## config.mk

```make
export PLATFORM = sky130hd
export DESIGN_NAME = pipeline_ctrl
export DESIGN_NICKNAME = d
export VERILOG_FILES = /design/src/rtl/riscv_pkg.sv /design/src/rtl/hazard_detect.sv /design/src/rtl/pipeline_ctrl.sv
export SDC_FILE = /design/constraint.sdc
export NUM_CORES = 1
export LEC_CHECK = 0
export CORE_ASPECT_RATIO = 1.25
export CORE_MARGIN = 1
export CORE_UTILIZATION = 47
export CTS_CLUSTER_DIAMETER = 150
export CTS_CLUSTER_SIZE = 28
export DETAILED_ROUTE_END_ITERATION = 8
export HOLD_SLACK_MARGIN = 0.12
export MAX_ROUTING_LAYER = met4
export PLACE_DENSITY = 0.84
export SYNTH_ARGS = -nofsm -noshare
export SYNTH_HDL_FRONTEND = slang
export SYNTH_SLANG_ARGS = --single-unit
export TNS_END_PERCENT = 20
```

## constraint.sdc

```tcl
create_clock -name clk -period 4.2 [get_ports clk]
set_input_delay 0.42 -clock clk [delete_from_list [all_inputs] [get_ports clk]]
set_output_delay 0.42 -clock clk [all_outputs]
set_load 0.01 [all_outputs]
```

## src/rtl/riscv_pkg.sv

```systemverilog
// Shared RISC-V opcode constants, controller state encoding and control-bundle type
// for the pipeline controller slice.
package riscv_pkg;

  localparam int unsigned OP_W    = 7;
  localparam int unsigned REG_W   = 5;
  localparam int unsigned WAIT_W  = 8;
  localparam int unsigned STALL_W = 16;

  localparam logic [OP_W-1:0] OP_LOAD   = 7'b0000011;
  localparam logic [OP_W-1:0] OP_STORE  = 7'b0100011;
  localparam logic [OP_W-1:0] OP_R      = 7'b0110011;
  localparam logic [OP_W-1:0] OP_S      = 7'b0100011;
  localparam logic [OP_W-1:0] OP_B      = 7'b1100011;
  localparam logic [OP_W-1:0] OP_LUI    = 7'b0110111;
  localparam logic [OP_W-1:0] OP_AUIPC  = 7'b0010111;
  localparam logic [OP_W-1:0] OP_JAL    = 7'b1101111;
  localparam logic [OP_W-1:0] OP_SYSTEM = 7'b1110011;

  typedef enum logic [1:0] {
    ST_RUN      = 2'd0,
    ST_MEM_WAIT = 2'd1,
    ST_HALT     = 2'd2
  } state_t;

  typedef struct packed {
    logic pc_we;
    logic pc_sel;
    logic ena_ifid;
    logic ena_idex;
    logic ena_exma;
    logic ena_mawb;
    logic hold_ifid;
    logic hold_all;
    logic halted;
  } ctrl_t;

  localparam ctrl_t CTRL_RUN = '{
    pc_we:     1'b1,
    pc_sel:    1'b0,
    ena_ifid:  1'b1,
    ena_idex:  1'b1,
    ena_exma:  1'b1,
    ena_mawb:  1'b1,
    hold_ifid: 1'b0,
    hold_all:  1'b0,
    halted:    1'b0
  };

  function automatic logic is_mem_access(input logic [OP_W-1:0] op);
    return (op == OP_LOAD) || (op == OP_STORE);
  endfunction

endpackage

```

## src/rtl/hazard_detect.sv

```systemverilog
// Load-use hazard detection: a LOAD in EX whose destination feeds a source
// register actually read by the instruction in ID.
module hazard_detect
  import riscv_pkg::*;
(
  input  logic [OP_W-1:0]  op_id,
  input  logic [REG_W-1:0] rs1_id,
  input  logic [REG_W-1:0] rs2_id,
  input  logic [OP_W-1:0]  op_ex,
  input  logic [REG_W-1:0] rd_ex,
  output logic             load_use_c
);

  logic reads_rs1;
  logic reads_rs2;

  // U-type and JAL carry no rs1; only R/S/B formats read rs2
  assign reads_rs1 = !(op_id inside {OP_LUI, OP_AUIPC, OP_JAL});
  assign reads_rs2 = op_id inside {OP_R, OP_S, OP_B};

  assign load_use_c = (op_ex == OP_LOAD) && (rd_ex != '0) &&
                      (((rd_ex == rs1_id) && reads_rs1) ||
                       ((rd_ex == rs2_id) && reads_rs2));

endmodule

```

## src/rtl/pipeline_ctrl.sv

```systemverilog
// Five-stage pipeline controller: stall/flush/hold generation, memory-wait
// tracking with timeout fault, halt handling and stall statistics.
module pipeline_ctrl
  import riscv_pkg::*;
#(
  parameter logic [WAIT_W-1:0] MEM_TIMEOUT = 8'd255
) (
  input  logic               clk,
  input  logic               rst,
  input  logic [OP_W-1:0]    op_id,
  input  logic [REG_W-1:0]   rs1_id,
  input  logic [REG_W-1:0]   rs2_id,
  input  logic [OP_W-1:0]    op_ex,
  input  logic [REG_W-1:0]   rd_ex,
  input  logic               branch_taken_ex,
  input  logic [OP_W-1:0]    op_ma,
  input  logic               mem_ready,
  output logic               pc_we,
  output logic               pc_sel,
  output logic               ena_ifid,
  output logic               ena_idex,
  output logic               ena_exma,
  output logic               ena_mawb,
  output logic               hold_ifid,
  output logic               hold_all,
  output logic               halted,
  output logic               mem_timeout,
  output logic [STALL_W-1:0] stall_cnt
);

  state_t              state;
  state_t              state_nxt;
  state_t              run_next;
  ctrl_t               ctrl;
  ctrl_t               run_ctrl;
  logic [WAIT_W-1:0]   wait_cnt;
  logic [WAIT_W-1:0]   wait_nxt;
  logic                timeout_set;
  logic                load_use_c;
  logic                stall_cycle;

  hazard_detect u_hazard_detect (
    .op_id      (op_id),
    .rs1_id     (rs1_id),
    .rs2_id     (rs2_id),
    .op_ex      (op_ex),
    .rd_ex      (rd_ex),
    .load_use_c (load_use_c)
  );

  // Priority rules of the RUN state, reused by MEM_WAIT once memory is ready
  always_comb begin : run_rules
    run_ctrl = CTRL_RUN;
    run_next = ST_RUN;
    if (is_mem_access(op_ma) && !mem_ready) begin
      run_ctrl.hold_all = 1'b1;
      run_ctrl.pc_we    = 1'b0;
      run_next          = ST_MEM_WAIT;
    end else if (op_ma == OP_SYSTEM) begin
      run_ctrl.hold_all = 1'b1;
      run_ctrl.pc_we    = 1'b0;
      run_next          = ST_HALT;
    end else if (branch_taken_ex) begin
      run_ctrl.pc_sel   = 1'b1;
      run_ctrl.ena_ifid = 1'b0;
      run_ctrl.ena_idex = 1'b0;
    end else if (load_use_c) begin
      run_ctrl.pc_we     = 1'b0;
      run_ctrl.hold_ifid = 1'b1;
      run_ctrl.ena_idex  = 1'b0;
    end
  end

  always_comb begin : fsm_next
    ctrl        = CTRL_RUN;
    state_nxt   = state;
    wait_nxt    = '0;
    timeout_set = 1'b0;
    case (state)
      ST_RUN: begin
        ctrl      = run_ctrl;
        state_nxt = run_next;
      end
      ST_MEM_WAIT: begin
        if (mem_ready) begin
          ctrl      = run_ctrl;
          state_nxt = ST_RUN;
        end else begin
          ctrl.hold_all = 1'b1;
          ctrl.pc_we    = 1'b0;
          if (wait_cnt == MEM_TIMEOUT) begin
            timeout_set = 1'b1;
            state_nxt   = ST_HALT;
          end else begin
            wait_nxt = wait_cnt + WAIT_W'(1);
          end
        end
      end
      ST_HALT: begin
        ctrl.hold_all = 1'b1;
        ctrl.pc_we    = 1'b0;
        ctrl.halted   = 1'b1;
      end
      default: state_nxt = ST_RUN;
    endcase
  end

  always_ff @(posedge clk or posedge rst) begin : state_reg
    if (rst) begin
      state    <= ST_RUN;
      wait_cnt <= '0;
    end else begin
      state    <= state_nxt;
      wait_cnt <= wait_nxt;
    end
  end

  assign stall_cycle = ctrl.hold_all || ctrl.hold_ifid;

  // Stall statistics saturate; the timeout fault is sticky until reset
  always_ff @(posedge clk or posedge rst) begin : stat_reg
    if (rst) begin
      stall_cnt   <= '0;
      mem_timeout <= 1'b0;
    end else begin
      if (stall_cycle && (stall_cnt != '1)) begin
        stall_cnt <= stall_cnt + STALL_W'(1);
      end
      if (timeout_set) begin
        mem_timeout <= 1'b1;
      end
    end
  end

  assign pc_we     = ctrl.pc_we;
  assign pc_sel    = ctrl.pc_sel;
  assign ena_ifid  = ctrl.ena_ifid;
  assign ena_idex  = ctrl.ena_idex;
  assign ena_exma  = ctrl.ena_exma;
  assign ena_mawb  = ctrl.ena_mawb;
  assign hold_ifid = ctrl.hold_ifid;
  assign hold_all  = ctrl.hold_all;
  assign halted    = ctrl.halted;

endmodule

```

==> metrics <==
status=finished, final reports clean; Post-synth EDFFs=0; CTS H-tree lvls=1; clk_skew=between 0.002 and 0.0025 ns; Vias per Instance=between 5 and 6; clock sink count=27; HP Class=reg -> reg; gpl congestion=a little over 0.8; fin. max-slew vios=0; top post-synthesis cells by area=dfrtp_1 (41%), xnor2_1 (11%), mux2_2 (4.1%), nand2_1 (3.2%), nor2_1 (3.2%); Top FF cell, synth=dfrtp_1; core area=3280 um2; Inserted Clock Buffers=3; max FFs per register=16; Cell Area, Placed=2310 um2; CTS Buffer Depth=2; syn_area_per_cell=9.63 um2; FF-to-FF Start=stall_cnt[2]$_DFFE_PP0P_; per-cell routed wire length=12.4 um; WP data required=3.78 ns; Yosys reg bits=27; worst path cell trace=clkdlybuf4s50_1, nor4b_2, o211ai_1, or4b_4, a21boi_4, nor2_1, clkdlybuf4s50_1; yosys warns=0; Worst path most repeated cell=clkdlybuf4s50_1; RSZ-0062 raised after global routing=false; Die W=~55 um; First-pass DRT Iterations=4; post-cts resize count=0; critical path's largest stage delay=between 0.5 and 0.6 ns; postcts setup bufs=0; Routed Antenna Nets=0; Cell variety after synth=41; hold buffers post-CTS=0; Critical path origin=op_ex[5]; Min Clock Period, post-route=~3.2 ns; final wirelength=between 3 and 4 mm; grt total ovfl=0; endpoints failing setup=0; Final nets=278; relative slew slack=35.7%; Root Driver=clkbuf_8; Vias=about 1.5k; first-pass GRT wire length=about 5.5 mm; vias in the first global route=1385; largest net degree at the start of global routing=28; final hold vios=0; Async SR Flop Fraction=100%; worst-path fanout max=16; post-synthesis cell count=172; 1st-iter DRT viols=45; # IOs=between 60 and 70; post-DP HPWL=2.71 mm; layout cells sized above 1=under 10%; sequential area share after synthesis=40.8%; Hold WS=around 0.49 ns; die area=3770 um2; cell taking the most area after synthesis=dfrtp_1; Clock Latency Late Sink=0.27 ns; CTS clk-pin slew, worst paths=0.08 ns; Critical-path top delay cell=or4b_4; GRT Util Overall=20.4%; CP Launch Type=input pin; Worst-Margin Slew=0.963 ns; Port Buffers=63; FP Rows=23; Mapped Area=1660 um2; Synth top area share=40.8%; Setup CP Type=in -> out; die height=approximately 70 um; HP Start=mem_timeout$_DFFE_PP0P_; max cap viols=0; post-route cell area=2350 um2; initial antenna violation count=0; critical path capture point type=output pin; DRC=0; n_diodes=0; fin crit share=76.6%; final setup TNS=0 ns; crit path DAT=2.80 ns; pwr/cell area=286 nW/um2; leak pwr=0.923 nW; maximum clock rate=311 MHz; CTS tree=built; worst vdd ir=309 uV; Initial Util=50.5%; area grow syn2layout=42.0%
-- routing by layer --
layer	vias to the layer above	routed length (um)	global-route usage, %
li1	743	-	-
met1	678	1410	22.1
met2	51	1780	36.7
met3	5	134	2.67
met4	0	59	7.50
met5	-	0	-
-- synth_stat cells (all sizes together) (4+ instances only) --
cell type   n
nand4       4
xnor2      21
dfrtp      27
mux2        7
nor2       14
xor2        4
and2        5
o211ai      5
o21ai       6
o2111ai     6
nand3       7
and3        6
nand2      14
a21oi       4
inv         4
-- per-stage QoR --
step                      util (%)  instances  setup slack (ns)  total power, mW
final                         71.7        272             0.983            0.672
after global routing          71.7        272             0.887            0.714
after CTS                     71.7        272             0.978            0.680
after detailed placement      70.3        268             0.983            0.537
after global placement        70.3        268              1.06            0.534
after floorplan                  -        173              2.04            0.415
-- power breakdown --
group / leakage (nW) / internal (mW) / switching (mW) / total (mW)
sequential: 0.368 / 0.283 / 0.0313 / 0.314
combinational: 0.532 / 0.132 / 0.0836 / 0.216
clock: 0.0228 / 0.0678 / 0.0738 / 0.142
total: 0.923 / 0.483 / 0.189 / 0.672
-- area by class of cell --
type	instances	area (um2)
clock buffers	4	45.0
fillers	265	928
repair buffers	64	638
well taps	37	46.3
flip-flops and latches	27	676
inverters	4	15.0
multi-input cells	136	932
-- cell families (layout without fill, tap and decap cells) --
family,Yosys count,after routing,synth area share (%)
buffers and inverters,10,72,3.17
other,1,2,0.226
flip-flops,27,27,40.8
adder cells (fa/ha/maj),2,2,1.51
XOR/XNOR,25,25,13.2
AO/OA/AOI/OAI,28,28,12.2
multiplexers,7,7,4.76
AND/OR/NAND/NOR,72,72,24.2
-- cell usage in the layout (no fill, tap or decap), types with 2 or more instances in the layout --
cell and instances:
a21oi_1 4, and2_1 4, and3_1 6, clkbuf_8 3, clkdlybuf4s50_1 63, conb_1 2
dfrtp_1 27, ha_1 2, inv_1 4, mux2_2 6, nand2_1 14, nand2b_1 2
nand3_1 7, nand4_1 4, nor2_1 14, nor2b_1 3, nor3_1 3, nor3b_1 3
nor4_1 2, o2111ai_1 6, o211ai_1 5, o21ai_0 5, o21bai_1 2, o22ai_1 2
or3_1 2, xnor2_1 21, xor2_1 4
-- worst paths after layout --
check | endpoint | slack (ns) | depth (start not counted)
max in group asynchronous | state[1]$_DFFE_PP0P_ | 2.95 | 2
max reg2reg | stall_cnt[1]$_DFFE_PP0P_ | 1.97 | 5
min reg2reg | mem_timeout$_DFFE_PP0P_ | 0.49 | 1
min in group asynchronous | wait_cnt[2]$_DFF_PP0_ | 0.67 | 2
min | mem_timeout$_DFFE_PP0P_ | 0.49 | 1
max | pc_we | 0.98 | 7
-- worst max-delay path, delay by kind of cell --
| family | cells | cell delay, ns |
|---|---|---|
| AOI/OAI and AO/OA | 2 | 0.56 |
| buffers and inverters | 2 | 0.91 |
| and+or+nand+nor | 3 | 0.90 |
(Power assumes the default switching activity.)
